==> src/rtl/vram_arbiter_pkg.sv <==
// Shared geometry, widths and encodings for the frame-buffer arbiter.
package vram_arbiter_pkg;

    localparam int unsigned FB_W     = 160;
    localparam int unsigned FB_H     = 120;
    localparam int unsigned SHIFT    = 2;
    localparam int unsigned ADDR_W   = 15;
    localparam int unsigned DATA_W   = 12;
    localparam int unsigned PIX_W    = 10;
    localparam int unsigned FB_WORDS = FB_W * FB_H;

    // FB_W = 2**7 + 2**5, so a row offset is two shifts and an add
    localparam int unsigned FB_W_SH_HI = 7;
    localparam int unsigned FB_W_SH_LO = 5;

    typedef enum logic [1:0] {
        SLOT_FETCH   = 2'd0,
        SLOT_CAPTURE = 2'd1,
        SLOT_SPARE   = 2'd2,
        SLOT_LAST    = 2'd3
    } slot_e;

    typedef enum logic {
        W_IDLE = 1'b0,
        W_ACK  = 1'b1
    } wr_state_e;

endpackage

==> src/rtl/vram_arbiter_if.sv <==
// Pixel-writer request/acknowledge channel into the frame-buffer arbiter.
interface vram_arbiter_if;
    import vram_arbiter_pkg::*;

    logic              req;
    logic [ADDR_W-1:0] addr;
    logic [DATA_W-1:0] data;
    logic              ack_c;
    logic              err;

    modport master (output req, addr, data, input  ack_c, err);
    modport slave  (input  req, addr, data, output ack_c, err);

endinterface

==> src/rtl/vram_addr_gen.sv <==
// Maps a 640x480 display coordinate onto the 160x120 frame-buffer word address.
module vram_addr_gen
    import vram_arbiter_pkg::*;
(
    input  logic [PIX_W-1:0]  pixel_x_i,
    input  logic [PIX_W-1:0]  pixel_y_i,
    output logic [ADDR_W-1:0] fb_addr_c_o
);

    logic [ADDR_W-1:0] fx;
    logic [ADDR_W-1:0] fy;

    assign fx = ADDR_W'(pixel_x_i >> SHIFT);
    assign fy = ADDR_W'(pixel_y_i >> SHIFT);

    assign fb_addr_c_o = (fy << FB_W_SH_HI) + (fy << FB_W_SH_LO) + fx;

endmodule

==> src/rtl/vram_arbiter.sv <==
// Time-slices a single-port frame-buffer RAM between display scan-out (slot 0)
// and one pixel writer, and drives the registered rgb/sync outputs.
module vram_arbiter
    import vram_arbiter_pkg::*;
(
    input  logic              clk,
    input  logic              rst,
    input  logic              p_tick_i,
    input  logic              video_on_i,
    input  logic [PIX_W-1:0]  pixel_x_i,
    input  logic [PIX_W-1:0]  pixel_y_i,
    input  logic              hsync_i,
    input  logic              vsync_i,
    vram_arbiter_if.slave     wr,
    output logic              mem_en_c_o,
    output logic              mem_we_c_o,
    output logic [ADDR_W-1:0] mem_addr_c_o,
    output logic [DATA_W-1:0] mem_wdata_c_o,
    input  logic [DATA_W-1:0] mem_rdata_i,
    output logic              hsync_o,
    output logic              vsync_o,
    output logic [DATA_W-1:0] rgb_o
);

    slot_e             slot_q, slot_d;
    wr_state_e         wr_state_q, wr_state_d;
    logic              wr_err_q, wr_err_d;
    logic [ADDR_W-1:0] addr_q;
    logic [DATA_W-1:0] wdata_q;
    logic [DATA_W-1:0] pix_buf_q;
    logic [DATA_W-1:0] rgb_q;
    logic              video_on_q;
    logic              hsync_q;
    logic              vsync_q;
    logic [ADDR_W-1:0] fb_addr;
    logic              fetch;
    logic              in_range;
    logic              ack_c;

    vram_addr_gen u_addr_gen (
        .pixel_x_i   (pixel_x_i),
        .pixel_y_i   (pixel_y_i),
        .fb_addr_c_o (fb_addr)
    );

    assign fetch    = (slot_q == SLOT_FETCH) && video_on_i;
    assign in_range = wr.addr < ADDR_W'(FB_WORDS);

    // Slot counter restarts on p_tick and parks in the last slot if ticks stop.
    always_comb begin
        slot_d = slot_q;
        if (p_tick_i) begin
            slot_d = SLOT_FETCH;
        end else if (slot_q != SLOT_LAST) begin
            slot_d = slot_e'(slot_q + 2'd1);
        end
    end

    // Writer FSM and RAM port mux; address/data hold their last value when idle.
    always_comb begin
        wr_state_d    = wr_state_q;
        wr_err_d      = wr_err_q;
        ack_c         = 1'b0;
        mem_en_c_o    = 1'b0;
        mem_we_c_o    = 1'b0;
        mem_addr_c_o  = addr_q;
        mem_wdata_c_o = wdata_q;

        if (fetch) begin
            mem_en_c_o   = 1'b1;
            mem_addr_c_o = fb_addr;
        end

        case (wr_state_q)
            W_IDLE: begin
                if (wr.req && !fetch) begin
                    ack_c      = 1'b1;
                    wr_state_d = W_ACK;
                    if (in_range) begin
                        mem_en_c_o    = 1'b1;
                        mem_we_c_o    = 1'b1;
                        mem_addr_c_o  = wr.addr;
                        mem_wdata_c_o = wr.data;
                    end else begin
                        wr_err_d = 1'b1;
                    end
                end
            end
            W_ACK:   wr_state_d = W_IDLE;
            default: wr_state_d = W_IDLE;
        endcase

        if (rst) begin
            ack_c         = 1'b0;
            mem_en_c_o    = 1'b0;
            mem_we_c_o    = 1'b0;
            mem_addr_c_o  = '0;
            mem_wdata_c_o = '0;
        end
    end

    always_ff @(posedge clk) begin
        if (rst) begin
            slot_q     <= SLOT_LAST;
            wr_state_q <= W_IDLE;
            wr_err_q   <= 1'b0;
            addr_q     <= '0;
            wdata_q    <= '0;
            pix_buf_q  <= '0;
            video_on_q <= 1'b0;
            rgb_q      <= '0;
            hsync_q    <= 1'b0;
            vsync_q    <= 1'b0;
        end else begin
            slot_q     <= slot_d;
            wr_state_q <= wr_state_d;
            wr_err_q   <= wr_err_d;
            addr_q     <= mem_addr_c_o;
            wdata_q    <= mem_wdata_c_o;
            if (slot_q == SLOT_CAPTURE) begin
                pix_buf_q <= mem_rdata_i;
            end
            if (slot_q == SLOT_FETCH) begin
                video_on_q <= video_on_i;
            end
            if (p_tick_i) begin
                rgb_q   <= video_on_q ? pix_buf_q : '0;
                hsync_q <= hsync_i;
                vsync_q <= vsync_i;
            end
        end
    end

    assign wr.ack_c = ack_c;
    assign wr.err   = wr_err_q;
    assign hsync_o  = hsync_q;
    assign vsync_o  = vsync_q;
    assign rgb_o    = rgb_q;

endmodule
==> src/flat_wrapper.sv <==
// flat-port wrapper written by rule: the top's interface ports become plain ports
module vram_arbiter_flat import vram_arbiter_pkg::*;
  (clk, rst, p_tick_i, video_on_i, pixel_x_i, pixel_y_i, hsync_i, vsync_i, mem_en_c_o, mem_we_c_o, mem_addr_c_o, mem_wdata_c_o, mem_rdata_i, hsync_o, vsync_o, rgb_o, wr_req, wr_addr, wr_data, wr_ack_c, wr_err);
  vram_arbiter_if wr_i ();
  input  logic clk;
  input  logic rst;
  input  logic p_tick_i;
  input  logic video_on_i;
  input  logic [PIX_W-1:0] pixel_x_i;
  input  logic [PIX_W-1:0] pixel_y_i;
  input  logic hsync_i;
  input  logic vsync_i;
  output logic mem_en_c_o;
  output logic mem_we_c_o;
  output logic [ADDR_W-1:0] mem_addr_c_o;
  output logic [DATA_W-1:0] mem_wdata_c_o;
  input  logic [DATA_W-1:0] mem_rdata_i;
  output logic hsync_o;
  output logic vsync_o;
  output logic [DATA_W-1:0] rgb_o;
  input wire logic [$bits(wr_i.req)-1:0] wr_req;
  input wire logic [$bits(wr_i.addr)-1:0] wr_addr;
  input wire logic [$bits(wr_i.data)-1:0] wr_data;
  output wire logic [$bits(wr_i.ack_c)-1:0] wr_ack_c;
  output wire logic [$bits(wr_i.err)-1:0] wr_err;
  assign wr_i.req = wr_req;
  assign wr_i.addr = wr_addr;
  assign wr_i.data = wr_data;
  assign wr_ack_c = wr_i.ack_c;
  assign wr_err = wr_i.err;
  vram_arbiter u_core (.clk(clk), .rst(rst), .p_tick_i(p_tick_i), .video_on_i(video_on_i), .pixel_x_i(pixel_x_i), .pixel_y_i(pixel_y_i), .hsync_i(hsync_i), .vsync_i(vsync_i), .wr(wr_i), .mem_en_c_o(mem_en_c_o), .mem_we_c_o(mem_we_c_o), .mem_addr_c_o(mem_addr_c_o), .mem_wdata_c_o(mem_wdata_c_o), .mem_rdata_i(mem_rdata_i), .hsync_o(hsync_o), .vsync_o(vsync_o), .rgb_o(rgb_o));
endmodule
==> config.mk <==
export PLATFORM = sky130hd
export DESIGN_NAME = vram_arbiter_flat
export DESIGN_NICKNAME = d
export VERILOG_FILES = /design/src/rtl/vram_arbiter_pkg.sv /design/src/rtl/vram_arbiter_if.sv /design/src/rtl/vram_addr_gen.sv /design/src/rtl/vram_arbiter.sv /design/src/flat_wrapper.sv
export SDC_FILE = /design/constraint.sdc
export NUM_CORES = 1
export LEC_CHECK = 0
export ABC_AREA = 1
export ABC_CLOCK_PERIOD_IN_PS = 3960
export CAP_MARGIN = 20
export CORE_MARGIN = 3
export CORE_UTILIZATION = 24
export CTS_CLUSTER_DIAMETER = 80
export CTS_CLUSTER_SIZE = 20
export DETAILED_ROUTE_END_ITERATION = 10
export SLEW_MARGIN = 25
export SYNTH_ARGS = -nofsm -noshare
export SYNTH_HDL_FRONTEND = slang
export SYNTH_HIERARCHICAL = 1
export SYNTH_SLANG_ARGS = --single-unit
==> constraint.sdc <==
create_clock -name clk -period 3.96 [get_ports clk]
set_input_delay 0.792 -clock clk [delete_from_list [all_inputs] [get_ports clk]]
set_output_delay 0.792 -clock clk [all_outputs]
set_load 0.02 [all_outputs]
; ---- Yosys cells after proc, flatten, opt, wreduce, memory -nomap -nowiden
; Index checks and enable logic that the tools add are counted.
[op_classes]
n_addsub = 3
order_cmp = 1
n_eq_ne = 2
muxes = 25
bitwise_logic = 2
n_reduce_logical = 6
[ops]
columns = op, count
row1 = two-way mux 15 bit, 5
row2 = two-way mux 12 bit, 5
row3 = adder 15 x 13 -> 15 bit, 1
row4 = adder 15 x 8 -> 15 bit, 1
row5 = "less-than comparator 15 bit, second input constant", 1
row6 = two-way mux 1 bit, 12
row7 = two-way mux 2 bit, 2
row8 = AND reduction 3 bit, 1
row9 = "adder 2 x 1 -> 2 bit, second input constant", 1
row10 = "equality test 2 x 1 -> 1 bit, second input constant", 1
row11 = logical AND 1 bit, 2
row12 = zero test 2 bit, 1
row13 = "!= test 2 bit, second input constant", 1
row14 = NOT 1 bit, 2
row15 = case mux 1 bit (2 select lines), 1
row16 = nonzero test 2 bit, 1
row17 = zero test 1 bit, 1
[word_totals]
reg_bits = 58
inputBits = 66
out_inout_bits = 45
word_cells = 49

; ---- Logic depth before layout (Yosys ltp)
[depth]
word_depth = 7
depth_mapped = 16
depth_no_buf = 16

; ---- Cells and area by module
; The synthesis kept the hierarchy.
[by_module_without_submodules]
columns = module, n_inst, cells_per_inst, area_each_um2, seq_area_each_um2
row1 = vram_arbiter, 1, 428, 2912.8, 1161.1
row2 = vram_addr_gen, 1, 92, 579.3, 0.0

; ---- Worst setup path after synthesis
; Ideal clock, no wire load.
[synth_path]
kind = input-to-output
startpoint = input port pixel_x_i[9]
endpoint = output port mem_addr_c_o[14]
arrival_ps = 2757
required_time_ps = 3168
slack_ps = 411
cell_stages = 13
n_path_buf = 0
path_cell_list = inv_1 fa_1 fa_1 inv_1 nand2_1 nand2_2 nand3_1 nand2_1 nand2_1 nand2_1 or2_0 o21ai_0 a21oi_1
[synth_between]
elab_chain_cells = 6
[synth_lines]
columns = item, line
row1 = "start, declared", flat_wrapper.sv:9  ; input logic [PIX_W-1:0] pixel_x_i;
row2 = adder 15 x 8 -> 15 bit *, vram_addr_gen.sv:16  ; assign fb_addr_c_o = (fy << FB_W_SH_HI) + (fy << FB_W_SH_LO) + fx;
row3 = via u_core.fb_addr[14], vram_arbiter.sv:35  ; logic [ADDR_W-1:0] fb_addr;
row4 = two-way mux 15 bit *, vram_arbiter.sv:69  ; if (fetch) begin
row5 = two-way mux 15 bit, vram_arbiter.sv:79  ; if (in_range) begin
row6 = two-way mux 15 bit, vram_arbiter.sv:76  ; if (wr.req && !fetch) begin
row7 = two-way mux 15 bit *, vram_arbiter.sv:74  ; case (wr_state_q)
row8 = two-way mux 15 bit *, vram_arbiter.sv:93  ; if (rst) begin
row9 = "end, declared", flat_wrapper.sv:15  ; output logic [ADDR_W-1:0] mem_addr_c_o;
; Mark *: on every way through the listed nets, which the timed path passes. The rest lies on a longest branch.

; ---- Worst setup path in the final report
[layout_path]
startpoint = input port pixel_x_i[7]
endpoint = output port mem_addr_c_o[12]
; The elaborated chain is that of the path after synthesis.

==> flow_summary.toml <==
[status]
status = "finished, final reports clean"

[routing]
postRouteAntennaNets = 0
wl_per_cell_um = 11.7
wirelength_um = 9630
drc = 0
first_pass_iters = 5
num_vias = 3437
drt_iter0_markers = 99
viasPerCell = 4.18

[sta]
post-route-period-util_pct = 96.4
rsz0062_at_grt = "yes"
setup_viol = 0
hold_viol = 0
worstMarginPinSlew_ns = 0.591
drv_slew = 0
finClkSkew_ns = 0.00636
slew_headroom_pct = 60.5
fin_crit_ns = 3.82
max_freq_ghz = 0.262
holdWs_ns = 0.464

[worst_hold_path]
hold_path_class = "register to register"

[die]
core-area_mm2 = 0.0140
fp.dieH_um = 127
ios = 111
rows = 43
die_area_mm2 = 0.0160
die_w_um = 127
initial_core_util_pct = 24.9

[worst_setup_path]
critPathBufInv = 5
cp_max_fo = 3
cp_cell_sequence = "clkdlybuf4s50_1 > ha_1 > ha_2 > inv_2 > fa_2 > inv_2 > nand2_1 > nand2_2 > nand3b_1 > nand3_1 > nand2_1 > or2_0 > o21ai_1 > nand2_1 > inv_2 > nor2_4 > buf_6"
worst_setup_path_start_kind = "input port"
path_delay_family = "buffers and inverters"
critPathRequiredTime_ns = 3.17
crit_path_top_delay_cell = "clkdlybuf4s50_1"
cpPeakStageDelay_ns = 0.47
crit_type = "input port to output port"
cp.arrival_ns = 3.02
end_kind = "output port"

[yosys]
synth-seq-cells = 58
synthCells = 520
ys_seq_area_share_pct = 33.2
synth.cell_area_mm2 = 0.00349
synth_nets = 606
post_synth.cell_area_avg_um2 = 6.72
ys_warn_count = 6
ys_types = 36

[cells_and_area]
multiInputGateArea_mm2 = 0.00183
antenna_cells = 0
fin_cells = 823
layout_commonest_cell = "nand2_1"
seq_area_mm2 = 0.00116
areaGrowthSynthToFinish_pct = 48.5
n_fill_cell = 1504
final_cell_mix = "103 x nand2_1, 93 x clkdlybuf4s50_1, 85 x inv_1, 83 x nor2_1, 58 x dfxtp_1"
final_core_utilization_pct = 36.9
fin_nets = 725
drive_above_1_share_pct = 14.6

[cts]
h-tree-depth = 3
max-clock-path-buffers = 2
cts-root-buf = "clkbuf_16"
clock_sinks = 58
cts_tree = "yes"
cts_buffers = 9
clk_latency_ns = 0.32
path_clk_slew_ns = 0.05

[placed_design]
place_congestion = 0.785
numPortBuffers = 106
dp_cells = 802
dpl.hpwl_um = 6860

[power]
leakagePower_uw = 0.00246
peakVddDrop_uv = 231
powerDensity_mw_per_mm2 = 385

[job]
maxCapViolations = 0

[grt]
grt_overflow_total = 0
grt_pass1_wl_um = 15500
grt_antenna_before_repair = 0
first_global_vias = 3140
grt_start_max_net_pins = 34
groute.usage.overall_pct = 12.0
==> final cells by class <==
cell class | instances | share of cell area [%]
repair buffers | 138 | 25.1
flip-flops and latches | 58 | 22.4
well taps | 180 | 4.34
inverters | 97 | 7.07
clock inverters | 6 | 1.59
clock buffers | 9 | 4.34
multi-input cells | 335 | 35.2
==> logic make-up after synthesis <==
logic type / synth area share [%]
AOI/OAI and AO/OA: 7.95
buffers and inverters: 16.9
xor gates and xnor gates: 0.753
DFF: 33.2
adders and majority gates: 7.60
and+or+nand+nor: 33.5
==> through the flow <==
step | total power, uW | TNS, ns | setup WS (ns) | cell area [um^2]
after floorplan | 963 | 0 | 0.411 | 3490
after global placement | 1160 | -3.92 | -0.667 | 4760
after detailed placement | 1160 | -4.02 | -0.689 | 4760
after CTS | 2010 | 0 | 0.0314 | 5120
after global routing | 2120 | -0.0204 | -0.0204 | 5190
final | 1990 | 0 | 0.144 | 5190
==> flip-flops by register name, summed over array words and instances, names as in the netlist <==
register / count
u_core/rgb_o: 12
u_core/wr.err: 1
u_core/addr_q: 15
u_core/wr_state_q: 1
u_core/vsync_o: 1
u_core/hsync_o: 1
u_core/video_on_q: 1
u_core/wdata_q: 12
u_core/slot_q: 2
u_core/pix_buf_q: 12
==> worst reg2reg max path, delay by kind of cell (launching register included) <==
family	cells	cell delay, ns
buffers and inverters	9	0.95
and+or+nand+nor	5	0.79
DFF	1	0.36
adders and majority gates	1	0.24
==> cell usage after synthesis (all sizes together) <==
library cell / number / area [um^2]
o311ai: 1 / 8.76
o31ai: 1 / 7.51
clkbuf: 6 / 22.5
ha: 18 / 225
nand2: 106 / 408
fa: 2 / 40.0
nand3: 21 / 123
inv: 96 / 363
nand4: 26 / 163
a21oi: 18 / 101
a31oi: 1 / 6.26
xnor2: 3 / 26.3
dfxtp: 58 / 1160
nor2: 88 / 349
o21ai: 30 / 154
clkinv: 1 / 3.75
nand3b: 3 / 22.5
buf: 24 / 201
or2: 17 / 106
==> path summary, 6_finish.rpt <==
| path | slack, ns | startpoint | cells past startpoint | endpoint |
|---|---|---|---|---|
| worst max-delay path | 0.14 | pixel_x_i[7] | 17 | mem_addr_c_o[12] |
| worst min-delay path | 0.46 | u_core/rgb_o[4] | 2 | u_core/rgb_o[4] |
| worst max register to register | 1.55 | u_core/slot_q[0] | 15 | u_core/addr_q[11] |
| worst min register to register | 0.46 | u_core/rgb_o[4] | 2 | u_core/rgb_o[4] |
==> layer usage <==
| metal | share of wire (%) | track usage [%] | routed length [um] | vias to the layer above |
|---|---|---|---|---|
| met4 | 1.3 | 3.97 | 125 | 0 |
| met3 | 6.2 | 4.04 | 595 | 9 |
| met5 | 0 | 0 | 0 | - |
| met2 | 44 | 18.5 | 4280 | 81 |
| li1 | - | - | - | 1831 |
| met1 | 48 | 15.9 | 4620 | 1516 |
==> timing repair <==
item                                    4_1_cts  5_1_grt
hold buffers                                  0        0
endpoints found under the setup margin        8        7
gates resized for setup                      46       14
pin swaps                                    11       11
gates cloned                                  0        0
buffers inserted                              6        0
==> report_power, final <==
group          leakage [uW]  internal, uW  switching [uW]  total, uW
clock network      0.000151           543             269        812
registers          0.000477           631            17.2        649
logic               0.00184           257             276        533
total               0.00246          1430             563       1990
Note: power is estimated with default switching activity, not from simulation.
